[src/rtl/regfile_mp_sb.sv]
// regfile_mp_sb: multi-port register file with write-through bypass
// and a per-register pending-write scoreboard for issue-stage stalls.
module regfile_mp_sb #(
   parameter  int XLEN     = 32,
   parameter  int NREG     = 32,
   parameter  int NRD      = 2,
   parameter  int NWR      = 2,
   parameter  int ZERO_REG = 1,
   localparam int AW       = $clog2(NREG)
) (
   input  logic                clk,
   input  logic                rst_n,
   input  logic [NRD*AW-1:0]   rd_addr,
   output logic [NRD*XLEN-1:0] rd_data,
   output logic [NRD-1:0]      rd_busy,
   input  logic [NWR-1:0]      wr_en,
   input  logic [NWR*AW-1:0]   wr_addr,
   input  logic [NWR*XLEN-1:0] wr_data,
   input  logic                iss_en,
   input  logic [AW-1:0]       iss_addr,
   output logic                iss_ok,
   output logic [NREG-1:0]     busy_vec
);

   localparam bit ZR = (ZERO_REG != 0);

   logic [XLEN-1:0] mem_q [NREG];
   logic [NREG-1:0] busy_q;
   logic [NREG-1:0] busy_d;
   logic [NWR-1:0]  wr_eff;
   logic            iss_hit;
   logic            iss_zero;
   logic            iss_acc;

   always_comb begin
      wr_eff = '0;
      for (int j = 0; j < NWR; j++)
         wr_eff[j] = wr_en[j] && !(ZR && wr_addr[j*AW +: AW] == '0);
   end

   // Ascending scan: the highest-indexed matching write port wins.
   for (genvar i = 0; i < NRD; i++) begin : g_rd
      logic [AW-1:0]   ra;
      logic            hit;
      logic [XLEN-1:0] byp;

      assign ra = rd_addr[i*AW +: AW];

      always_comb begin
         hit = 1'b0;
         byp = '0;
         for (int j = 0; j < NWR; j++) begin
            if (wr_eff[j] && wr_addr[j*AW +: AW] == ra) begin
               hit = 1'b1;
               byp = wr_data[j*XLEN +: XLEN];
            end
         end
      end

      assign rd_data[i*XLEN +: XLEN] =
         (ZR && ra == '0) ? '0 : (hit ? byp : mem_q[ra]);
      assign rd_busy[i] = busy_q[ra] && !hit && !(ZR && ra == '0);
   end

   always_comb begin
      iss_hit = 1'b0;
      for (int j = 0; j < NWR; j++)
         if (wr_eff[j] && wr_addr[j*AW +: AW] == iss_addr)
            iss_hit = 1'b1;
   end

   assign iss_zero = ZR && iss_addr == '0;
   assign iss_ok   = iss_zero || !busy_q[iss_addr] || iss_hit;
   assign iss_acc  = iss_en && iss_ok && !iss_zero;

   // A new producer supersedes the one writing back.
   always_comb begin
      busy_d = busy_q;
      for (int j = 0; j < NWR; j++)
         if (wr_eff[j])
            busy_d[wr_addr[j*AW +: AW]] = 1'b0;
      if (iss_acc)
         busy_d[iss_addr] = 1'b1;
   end

   always_ff @(posedge clk or negedge rst_n) begin
      if (!rst_n) begin
         busy_q <= '0;
      end else begin
         busy_q <= busy_d;
      end
   end

   always_ff @(posedge clk or negedge rst_n) begin
      if (!rst_n) begin
         for (int r = 0; r < NREG; r++)
            mem_q[r] <= '0;
      end else begin
         for (int j = 0; j < NWR; j++)
            if (wr_eff[j])
               mem_q[wr_addr[j*AW +: AW]] <= wr_data[j*XLEN +: XLEN];
      end
   end

   assign busy_vec = busy_q;

endmodule

[config.mk]
export PLATFORM = sky130hd
export DESIGN_NAME = regfile_mp_sb
export DESIGN_NICKNAME = d
export VERILOG_FILES = /design/src/rtl/regfile_mp_sb.sv
export SDC_FILE = /design/constraint.sdc
export NUM_CORES = 2
export LEC_CHECK = 0
export CAP_MARGIN = 10
export CORE_UTILIZATION = 50
export CTS_BUF_LIST = sky130_fd_sc_hd__clkbuf_4
export CTS_CLUSTER_SIZE = 14
export DETAILED_ROUTE_END_ITERATION = 7
export PLACE_DENSITY_LB_ADDON = 0.05
export SLEW_MARGIN = 20
export SYNTH_ARGS = -nofsm -noshare
export SYNTH_HDL_FRONTEND = slang
export SYNTH_SLANG_ARGS = --single-unit
[constraint.sdc]
create_clock -name clk -period 6.9 [get_ports clk]
set_clock_uncertainty 0.15 [all_clocks]
set_input_delay 1.035 -clock clk [delete_from_list [all_inputs] [get_ports clk]]
set_output_delay 1.035 -clock clk [all_outputs]
set_load 0.01 [all_outputs]
==> impl_metrics.yaml <==
status:
  outcome: "complete, but fails checks"
  violations: "design-rule violations"
placement:
  hpwl_microns: 164000
  portBuffers: 192
  gp_congestion: 0.891
  dp.cells: 8019
synth:
  synth.most_common_cell: "mux2i_1"
  synth_area_leader_cell: "dfrtp_1"
  syn_area_sq_um: 67600
  synth_warnings: 0
  synth.area.mux_share: 0.321
  synth_fp_nets: 6809
  synth_edf_count: 0
  ys_top_cells_by_count: "mux2i_1 (1405), dfrtp_1 (1056), a21oi_1 (854)"
  ys_seq_area_frac: 0.391
  yosys.area_share.adder: 0
  yosys.cell_types.count: 56
  yosysTopAreaCellShare: 0.391
  yosys-top-cells-area: "dfrtp_1 (39%), mux2i_1 (21%), mux4_2 (11%), a21oi_1 (6.3%), nor2_1 (3.6%)"
  synth_top_family_by_area: "multiplexers"
  synth_ff_type: "dfrtp_1"
  synth_compound_area_frac: 0.149
  synthArstFlopShare: 1.00
  synth_seq_cells: 1056
  syn-instance-count: 6715
  yosys.area_share.simple: 0.0780
  yosys.area_share.xor_xnor: 0.00388
  syn_avg_cell_area_sq_um: 10.1
drt:
  ant_nets: 0
  avgRoutedWirePerCell_microns: 33.0
  drc: 12
  wl_microns: 282000
  vias: 57800
  dr.pass1.iters: 8
  drtIter0Drc: 7328
  drt-vias-per-instance: 6.76
worst_setup_path:
  crit_fanout: 17
  cp.buffers_inverters: 3
  crit_required_ps: 5710
  crit_path_start_kind: "primary input"
  timing.rr.start: "busy_vec[0]"
  slowest_stage: "nor2_2"
  path_cells: "clkdlybuf4s50_1 > nor2_2 > a21bo_2 > nor4_1 > buf_4 > nand2_2 > o221ai_1 > a31oi_1 > clkdlybuf4s50_1"
  critical_path_depth: 9
  cp-startpoint: "wr_addr[0]"
  max_stage_delay_ps: 840
  cp_common_cell: "clkdlybuf4s50_1"
  crit_end: "rd_data[5]"
  rr_endpoint: "busy_vec[4]"
  end_kind: "output pin"
  critPathArrivalTime_ps: 5240
  critPathTopFamily: "simple AND/OR/NAND/NOR gates"
  reg2reg_setup_slack_ps: 4530
  reg2regPathDepth: 7
  crit_type: "primary input to output pin"
clock_network:
  numCtsBuffers: 323
  cts_root_buf: "clkbuf_4"
  cts_setup_buffers: 0
  h-tree-depth: 5
  worst_skew_pair.late_latency_ps: 1330
  cts_resized: 0
  cts.clk_slew.worst_paths_ps: 60
  ctsLongestPathBuffers: 4
  cts_hold_buf: 1
  tritoncts: "done"
  cts.sinks: 1056
finish:
  final_cell_count_no_fill: 8546
  drive_above_1_share: 0.167
  fillers: 11900
  layout.nets: 6673
  area_growth_pct: 9.64
sta:
  grt_setup_unrepaired: "no"
  tns_ps: 0
  post-route-min-period_ps: 6430
  slew_headroom: 0.177
  final-max-slew-violation-count: 0
  post-route-period-util: 0.932
  hold_viol_final: 0
  finalSetupViolCount: 0
  worst_pin_slew_ps: 1230
  fmax_mhz: 156
floorplan:
  ios: 193
  fp.coreArea_sq_um: 134000
  rows: 134
  die_w_microns: 370
  start_util: 0.506
  dieArea_sq_um: 137000
  die_h_microns: 370
flow_run:
  cap_violations: 0
grt:
  grt.met2_usage: 0.599
  antenna_found_initial: 22
  groute.usage.overall: 0.409
  grt_pass1_wl_microns: 405000
  grt_max_degree: 166
  use_met1: 0.562
  first_global_vias: 55400
  top_usage_layer: "met2"
  grt_overflow: 0
  use_met3: 0.113
worst_hold_path:
  min_path_type: "register to register"
power:
  leakagePower_uw: 0.0326
  ir_worst_vdd_v: 0.000178
  power.total_uw: 20900
  power_density_nw_per_um2: 281
registers in the layout, indices dropped and copies added (netlist names):
register	flops
mem_q	1024
busy_vec	32
cell families (layout without fill, tap and decap cells):
kind of cell / after synthesis / after routing
AOI/OAI and AO/OA: 1707 / 1707
xor gates and xnor gates: 30 / 30
buffers and inverters: 880 / 927
DFF: 1056 / 1056
muxes: 1746 / 1746
other: 0 / 16
and+or+nand+nor: 1296 / 1296
cells in the final DEF (no fill, tap or decap), types with 63 or more instances in the layout:
cell type	synthesis	routed
mux4_2	340	340
o221ai_1	64	64
clkbuf_4	1	461
a21oi_1	854	854
mux2i_1	1405	1405
clkdlybuf4s50_1	0	178
a221oi_1	128	128
dfrtp_1	1056	1056
nor2_1	652	633
a31oi_1	64	64
buf_4	59	187
nand2_1	499	460
o21ai_0	357	357
nor2b_1	67	63
a22o_1	69	69
metal layers:
metal	part of all wire	wire (microns)
met5	0.00027	76
met4	0.050	14100
met3	0.12	33300
met2	0.43	122000
met1	0.40	113000
metrics by stage:
stage / setup WS, ps / hold WS [ps] / util / instance area [sq um]
2_1_floorplan: 3050 / 299 / - / 67600
3_3_place_gp: 800 / 234 / 0.526 / 70400
3_5_place_dp: 690 / 238 / 0.526 / 70400
4_1_cts: 690 / 199 / 0.554 / 74100
5_1_grt: 540 / 221 / 0.554 / 74200
6_report: 471 / 248 / 0.554 / 74200
how the worst min path moves through the flow:
stage | start | to | slack [ps] | cells after the start
6_report | mem_q[999] | mem_q[999] | 250 | 0
5_1_grt | wr_data[12] | mem_q[204] | 220 | 3
4_1_cts | wr_data[3] | mem_q[483] | 200 | 3
3_5_place_dp | mem_q[1023] | mem_q[1023] | 240 | 0
3_3_place_gp | mem_q[1023] | mem_q[1023] | 230 | 0
2_1_floorplan | mem_q[1000] | mem_q[1000] | 300 | 1
where the power goes:
part / switching, uW / leakage, uW / internal [uW]
Combinational: 2840 / 0.0175 / 2950
Sequential: 1330 / 0.0129 / 7810
Clock: 2930 / 0.00221 / 3020
area by class of cell:
class,count,area (sq um),area share
tap,1768,2210,0.0298
multi-input combinational,4779,37900,0.511
sequential,1056,26400,0.356
timing repair buffer,408,3910,0.0528
clock buffer,461,3460,0.0467
antenna,16,40.0,0.000540
clock inverter,47,178,0.00240
inverter,11,43.8,0.000591
worst reg2reg max path: stages (launching register included):
cell	delay, ps
dfrtp_1	520
mux4_2	520
nor2b_1	140
a31oi_1	200
o21ai_1	140
nand2_1	100
buf_4	350
a32o_1	190
No activity file was read; power rests on OpenSTA's default activity.
